==> src/rtl/lcd_pwr_seq_if.sv <==
// Signal bundle between the LCD power sequencer and the panel/driver side.
// The master drives the strap bus and on/off requests; the slave is the sequencer.
interface lcd_pwr_seq_if;
  logic [15:0] lcd_rgb_i;
  logic        on_req;
  logic        off_req;
  logic        lcd_rst;
  logic        rgb_oe;
  logic        disp_en;
  logic        lcd_bl;
  logic [15:0] lcd_id;
  logic        id_valid;
  logic        busy;

  modport master (output lcd_rgb_i, on_req, off_req,
                  input  lcd_rst, rgb_oe, disp_en, lcd_bl, lcd_id, id_valid, busy);
  modport slave  (input  lcd_rgb_i, on_req, off_req,
                  output lcd_rst, rgb_oe, disp_en, lcd_bl, lcd_id, id_valid, busy);
endinterface

==> src/rtl/lcd_pwr_seq.sv <==
// LCD power-up / ID-strap read / backlight sequencer with registered outputs.
// Define LCD_ID_FORCE_EN to skip the strap read and report FORCE_ID instead.
module lcd_pwr_seq #(
  parameter int unsigned RST_CYC     = 500000,
  parameter int unsigned ID_WAIT_CYC = 1000,
  parameter int unsigned SAMPLE_CNT  = 4,
  parameter int unsigned BL_DLY_CYC  = 2500000,
  parameter logic [15:0] FORCE_ID    = 16'h4342
) (
  input  logic         clk,
  input  logic         rst,
  lcd_pwr_seq_if.slave bus
);

  typedef enum logic [2:0] {
    S_RST, S_WAIT, S_SAMPLE, S_LATCH, S_DISP, S_ON, S_BLOFF, S_OFF
  } state_t;

  typedef struct packed {
    logic lcd_rst;
    logic rgb_oe;
    logic disp_en;
    logic lcd_bl;
    logic busy;
  } outs_t;

  localparam int          MW         = $clog2(SAMPLE_CNT + 1);
  localparam logic [23:0] L_RST_END  = 24'(RST_CYC - 1);
  localparam logic [23:0] L_WAIT_END = 24'(ID_WAIT_CYC - 1);
  localparam logic [23:0] L_BL_END   = 24'(BL_DLY_CYC - 1);
  localparam outs_t       L_OUT_RST  = '{1'b0, 1'b0, 1'b0, 1'b0, 1'b1};
`ifdef LCD_ID_FORCE_EN
  localparam state_t      L_AFTER_WAIT = S_LATCH;
`else
  localparam state_t      L_AFTER_WAIT = S_SAMPLE;
  localparam logic [MW-1:0] L_MATCH    = MW'(SAMPLE_CNT);
`endif

  state_t      r_state, w_nxt;
  logic [23:0] r_cnt;
  outs_t       r_out, w_out;
  logic [15:0] r_id, w_id;
  logic        r_id_valid;

`ifdef LCD_ID_FORCE_EN
  // Strap bus is deliberately ignored in this build.
  logic w_unused;
  assign w_unused = ^bus.lcd_rgb_i;
`else
  logic          w_unused;
  logic [2:0]    w_code;
  logic [2:0]    r_prev;
  logic [MW-1:0] r_match, w_match;

  assign w_unused = ^FORCE_ID;
  // Straps {B7,G7,R7}; r_match==0 marks the first sample cycle (no prior sample).
  assign w_code   = {bus.lcd_rgb_i[15], bus.lcd_rgb_i[10], bus.lcd_rgb_i[4]};

  always_comb begin
    w_match = MW'(1);
    if (r_match != '0 && w_code == r_prev) w_match = r_match + MW'(1);
  end

  always_ff @(posedge clk) begin
    if (rst) begin
      r_prev  <= 3'b000;
      r_match <= '0;
    end else if (r_state == S_SAMPLE) begin
      r_prev  <= w_code;
      r_match <= w_match;
    end else begin
      r_match <= '0;
    end
  end
`endif

  // State register and the shared phase counter.
  always_ff @(posedge clk) begin
    if (rst) begin
      r_state <= S_RST;
      r_cnt   <= '0;
    end else begin
      r_state <= w_nxt;
      r_cnt   <= (w_nxt != r_state) ? 24'd0 : r_cnt + 24'd1;
    end
  end

  always_comb begin
    w_nxt = r_state;
    unique case (r_state)
      S_RST:    if (r_cnt == L_RST_END)  w_nxt = S_WAIT;
      S_WAIT:   if (r_cnt == L_WAIT_END) w_nxt = L_AFTER_WAIT;
`ifdef LCD_ID_FORCE_EN
      S_SAMPLE: w_nxt = S_LATCH;
`else
      S_SAMPLE: if (w_match == L_MATCH)  w_nxt = S_LATCH;
`endif
      S_LATCH:  w_nxt = S_DISP;
      S_DISP:   if (r_cnt == L_BL_END)   w_nxt = S_ON;
      S_ON:     if (bus.off_req)         w_nxt = S_BLOFF;
      S_BLOFF:  if (r_cnt == L_BL_END)   w_nxt = S_OFF;
      // Simultaneous on/off in S_OFF resolves to off.
      S_OFF:    if (bus.on_req && !bus.off_req) w_nxt = S_DISP;
      default:  w_nxt = S_RST;
    endcase
  end

  // Outputs are decoded from the next state so they register together with it.
  always_comb begin
    w_out         = '0;
    w_out.lcd_rst = 1'b1;
    w_out.busy    = 1'b1;
    case (w_nxt)
      S_RST:   w_out.lcd_rst = 1'b0;
      S_DISP,
      S_BLOFF: begin
        w_out.rgb_oe  = 1'b1;
        w_out.disp_en = 1'b1;
      end
      S_ON: begin
        w_out.rgb_oe  = 1'b1;
        w_out.disp_en = 1'b1;
        w_out.lcd_bl  = 1'b1;
        w_out.busy    = 1'b0;
      end
      S_OFF:   w_out.busy = 1'b0;
      default: ;
    endcase
  end

  always_comb begin
    w_id = r_id;
    if (w_nxt == S_LATCH) begin
`ifdef LCD_ID_FORCE_EN
      w_id = FORCE_ID;
`else
      case (w_code)
        3'b000:  w_id = 16'h4342;
        3'b001:  w_id = 16'h7084;
        3'b010:  w_id = 16'h7016;
        3'b100:  w_id = 16'h4384;
        3'b101:  w_id = 16'h1018;
        default: w_id = 16'h0000;
      endcase
`endif
    end
  end

  always_ff @(posedge clk) begin
    if (rst) begin
      r_out      <= L_OUT_RST;
      r_id       <= 16'h0000;
      r_id_valid <= 1'b0;
    end else begin
      r_out <= w_out;
      r_id  <= w_id;
      if (r_state == S_LATCH) r_id_valid <= 1'b1;
    end
  end

  assign bus.lcd_rst  = r_out.lcd_rst;
  assign bus.rgb_oe   = r_out.rgb_oe;
  assign bus.disp_en  = r_out.disp_en;
  assign bus.lcd_bl   = r_out.lcd_bl;
  assign bus.busy     = r_out.busy;
  assign bus.lcd_id   = r_id;
  assign bus.id_valid = r_id_valid;

endmodule

==> src/flat_wrapper.sv <==
// flat-port wrapper written by rule: the top's interface ports become plain ports
module lcd_pwr_seq_flat 
#(
  parameter int unsigned RST_CYC     = 500000,
  parameter int unsigned ID_WAIT_CYC = 1000,
  parameter int unsigned SAMPLE_CNT  = 4,
  parameter int unsigned BL_DLY_CYC  = 2500000,
  parameter logic [15:0] FORCE_ID    = 16'h4342
)
  (clk, rst, bus_lcd_rgb_i, bus_on_req, bus_off_req, bus_lcd_rst, bus_rgb_oe, bus_disp_en, bus_lcd_bl, bus_lcd_id, bus_id_valid, bus_busy);
  lcd_pwr_seq_if bus_i ();
  input  logic clk;
  input  logic rst;
  input wire logic [$bits(bus_i.lcd_rgb_i)-1:0] bus_lcd_rgb_i;
  input wire logic [$bits(bus_i.on_req)-1:0] bus_on_req;
  input wire logic [$bits(bus_i.off_req)-1:0] bus_off_req;
  output wire logic [$bits(bus_i.lcd_rst)-1:0] bus_lcd_rst;
  output wire logic [$bits(bus_i.rgb_oe)-1:0] bus_rgb_oe;
  output wire logic [$bits(bus_i.disp_en)-1:0] bus_disp_en;
  output wire logic [$bits(bus_i.lcd_bl)-1:0] bus_lcd_bl;
  output wire logic [$bits(bus_i.lcd_id)-1:0] bus_lcd_id;
  output wire logic [$bits(bus_i.id_valid)-1:0] bus_id_valid;
  output wire logic [$bits(bus_i.busy)-1:0] bus_busy;
  assign bus_i.lcd_rgb_i = bus_lcd_rgb_i;
  assign bus_i.on_req = bus_on_req;
  assign bus_i.off_req = bus_off_req;
  assign bus_lcd_rst = bus_i.lcd_rst;
  assign bus_rgb_oe = bus_i.rgb_oe;
  assign bus_disp_en = bus_i.disp_en;
  assign bus_lcd_bl = bus_i.lcd_bl;
  assign bus_lcd_id = bus_i.lcd_id;
  assign bus_id_valid = bus_i.id_valid;
  assign bus_busy = bus_i.busy;
  lcd_pwr_seq #(.RST_CYC(RST_CYC), .ID_WAIT_CYC(ID_WAIT_CYC), .SAMPLE_CNT(SAMPLE_CNT), .BL_DLY_CYC(BL_DLY_CYC), .FORCE_ID(FORCE_ID)) u_core (.clk(clk), .rst(rst), .bus(bus_i));
endmodule
==> config.mk <==
export PLATFORM = sky130hd
export DESIGN_NAME = lcd_pwr_seq_flat
export DESIGN_NICKNAME = d
export VERILOG_FILES = /design/src/rtl/lcd_pwr_seq_if.sv /design/src/rtl/lcd_pwr_seq.sv /design/src/flat_wrapper.sv
export SDC_FILE = /design/constraint.sdc
export NUM_CORES = 1
export LEC_CHECK = 0
export CAP_MARGIN = 20
export CELL_PAD_IN_SITES_DETAIL_PLACEMENT = 1
export CELL_PAD_IN_SITES_GLOBAL_PLACEMENT = 2
export CORE_UTILIZATION = 33
export CTS_CLUSTER_DIAMETER = 50
export CTS_CLUSTER_SIZE = 40
export DETAILED_ROUTE_END_ITERATION = 10
export PLACE_DENSITY = 0.84
export SLEW_MARGIN = 10
export SYNTH_ARGS = -nofsm -noshare
export SYNTH_HDL_FRONTEND = slang
export SYNTH_SLANG_ARGS = --single-unit
export TNS_END_PERCENT = 50
==> constraint.sdc <==
create_clock -name clk -period 7.3 [get_ports clk]
set_input_delay 1.825 -clock clk [delete_from_list [all_inputs] [get_ports clk]]
set_output_delay 1.825 -clock clk [all_outputs]
set_load 0.01 [all_outputs]
==> results.yml <==
status:
  status: "completed"
sta:
  slew_headroom_pct: 31.79
  rsz0062_at_grt: "no"
  fin_crit_ps: 4538
  setup_tns_ps: 0
  maxSlewViolCount: 0
  period_share_pct: 62.16
  hold_viol_final: 0
  setup_viol: 0
  fin_skew_ps: 8.964
  fin_ws_ps: 2762
  worst-slew-pin-transition_ps: 1015
  fmax_mhz: 220.4
  whs_ps: 471.0
final_layout:
  nFillCells: 839
  drive_above_1_share_pct: 5.944
  fin_util_pct: 39.05
  nNetsFinal: 309
  instances_no_fill: 382
  n_antenna_cell: 0
  syn2layout_area_growth_pct: 13.53
detailed_routing:
  first_iter_violations: 55
  vias_per_cell: 5.055
  ant_nets: 0
  routed_wl_um: 5255
  vias: 1931
  drc: 0
  routedWlPerCell_um: 13.76
  dr.pass1.iters: 4
synth:
  async_flop_share_pct: 0
  synth_cell_types: 45
  ys_ff_latch: 48
  syn_inst: 274
  synth-edff-count: 0
  yosysSeqAreaShare_pct: 40.89
  synth_top_family_by_area: "simple AND/OR/NAND/NOR gates"
  muxShareOfSynthArea_pct: 2.130
  synth.avg_cell_area_um2: 8.576
  synth_fa_ha_area_share_pct: 1.597
  yosys.area_share.simple_pct: 29.18
  synth-warning-count: 0
  ys.flop_type: "dfxtp_1"
  syn_area_um2: 2350
  synth_compound_area_share_pct: 9.159
  synth_xor_xnor_area_share_pct: 10.44
placement:
  placed_cells: 375
  post-place-ws_ps: 2390
  place_hpwl_um: 3700
  io_buffers: 23
  routabilityCongestion: 0.7580
grt:
  grt_max_degree: 25
  overflow: 0
  grt_pass1_wl_um: 8997
  grt_usage_pct: 15.11
  grt_pass1_vias: 1939
  antenna_found_initial: 0
setup_path:
  arrival_ps: 4680
  rr_startpoint: "u_core.r_match[0]"
  ff2ff_path_depth: 6
  rr_endpoint: "u_core.r_cnt[23]"
  rrSetupSlack_ps: 4500
  worst_ep_required_time_ps: 7440
  cp_max_fo: 24
  end_kind: "flip-flop"
  crit_type: "in -> reg"
  cp-start-kind: "primary input"
clock_tree:
  cts_root_buffer: "clkbuf_8"
  htreeDepth: 2
  clock-sinks: 48
  post_cts_buffers: 0
  clk_latency_ps: 290
  cts_buffers: 5
  cts_tree: "done"
  ctsLongestPathBuffers: 2
  holdBufCountCts: 0
  clk_pin_slew_ps: 80
  ctsResizeCount: 0
pwr:
  max-vdd-ir-drop_mv: 0.08893
  powerDensity_nw_per_um2: 161.9
  p_leak_nw: 0.8981
flow_run:
  drv_cap: 0
die:
  initial_core_util_pct: 34.40
  die-area_um2: 7462
  coreArea_um2: 6832
  dieWidth_um: 86.38
  rows: 30
  die_h_um: 86.38
  pin_count: 42
worst_hold_path:
  min_from: "u_core.r_prev[2]"
  hp-class: "reg -> reg"
  hold_path_depth: 2
  holdPathEnd: "u_core.r_prev[2]"
state kept, by name, summed over array words and instances, names as in the netlist:
signal / count
u_core.r_cnt: 24
u_core.bus.lcd_id: 10
u_core.r_match: 3
u_core.r_prev: 3
u_core.r_state: 3
u_core.bus.busy: 1
u_core.bus.id_valid: 1
u_core.bus.lcd_bl: 1
u_core.bus.lcd_rst: 1
u_core.bus.rgb_oe: 1
stage by stage:
stage / total power, mW / area, µm²
floorplan: 0.2869 / 2365
global placement: 0.2914 / 2590
detailed placement: 0.2915 / 2590
CTS: 0.4426 / 2668
global route: 0.4562 / 2668
finish: 0.4319 / 2668
critical path, stage by stage:
cell,delay (ps)
clkdlybuf4s50_1,610
xor2_1,240
a2111oi_2,510
and4_1,810
nand3b_2,560
nor3_1,110
cell type report:
cell class	instances	area, µm²	area share [%]
clock buffer	6	72.57	2.720
clock inverter	1	5.005	0.1876
inverter	7	26.28	0.9850
multi-input combinational	201	1252	46.95
sequential	48	960.9	36.02
tap	96	120.1	4.503
timing repair buffer	23	230.2	8.630
metal layers:
metal | up-vias | share of wire, % | GRT usage, %
li1 | 977 | - | -
met1 | 928 | 50 | 20.41
met2 | 22 | 46 | 24.39
met3 | 4 | 2.7 | 2.857
met4 | 0 | 0.97 | 4.697
met5 | - | 0 | 0
synthesized netlist by cell type (4+ instances only):
library cell  count  area [µm²]
clkbuf_1          9       33.78
mux2i_1           5       50.05
nor3_1           29       145.1
inv_1             7       26.28
xor2_1           19       166.4
a21oi_1          14       70.07
dfxtp_1          48       960.9
a211oi_1          5       37.54
nor2_1           27       101.4
nand4_1          11       68.82
buf_4             9       67.56
nand2_1          19       71.32
xnor2_1           9       78.83
and4_1            4       35.03
nand3_1          12       60.06
nor4_1            4       25.02
kinds of logic after synthesis:
family                     count (synthesis)
AOI/OAI and AO/OA                         32
xor gates and xnor gates                  28
adders and majority gates                  3
buffers and inverters                     29
DFF                                       48
muxes                                      5
other                                      1
and+or+nand+nor                          128
where the power goes:
part / total (mW) / internal, mW / switching, mW
sequential: 0.265 / 0.263 / 0.00157
clock: 0.147 / 0.0653 / 0.0817
combinational: 0.0204 / 0.00762 / 0.0128
total: 0.432 / 0.336 / 0.0960
worst max path at each step:
stage | from | endpoint | slack [ps] | depth (start not counted)
CTS | bus_lcd_rgb_i[10] | u_core.r_cnt[5] | 2700 | 6
detailed placement | bus_lcd_rgb_i[10] | u_core.r_cnt[5] | 2390 | 6
global placement | bus_lcd_rgb_i[10] | u_core.r_cnt[23] | 2430 | 6
global route | bus_lcd_rgb_i[10] | u_core.r_cnt[3] | 2520 | 6
floorplan | bus_lcd_rgb_i[10] | u_core.bus.lcd_id[13] | 3710 | 8
finish | bus_lcd_rgb_i[10] | u_core.r_cnt[23] | 2760 | 6
cells in the final DEF (no fill, tap or decap), drive strengths merged, types with 2 or more instances in the layout:
master	synthesis	final
nand3	12	12
ha	3	3
inv	7	7
nand2	19	19
clkdlybuf4s50	0	23
clkbuf	9	6
nand2b	3	3
or4	4	4
nand4	11	11
a211oi	5	5
conb	1	5
nor4	4	4
a21oi	14	14
o21ai	3	3
and4	5	5
xor2	19	19
nor2b	3	3
a31oi	3	3
dfxtp	48	48
and3	3	3
nor4b	2	2
nor2	27	27
mux2i	5	5
xnor2	9	9
nor3	29	29
Note: power is estimated with default switching activity, not from simulation.
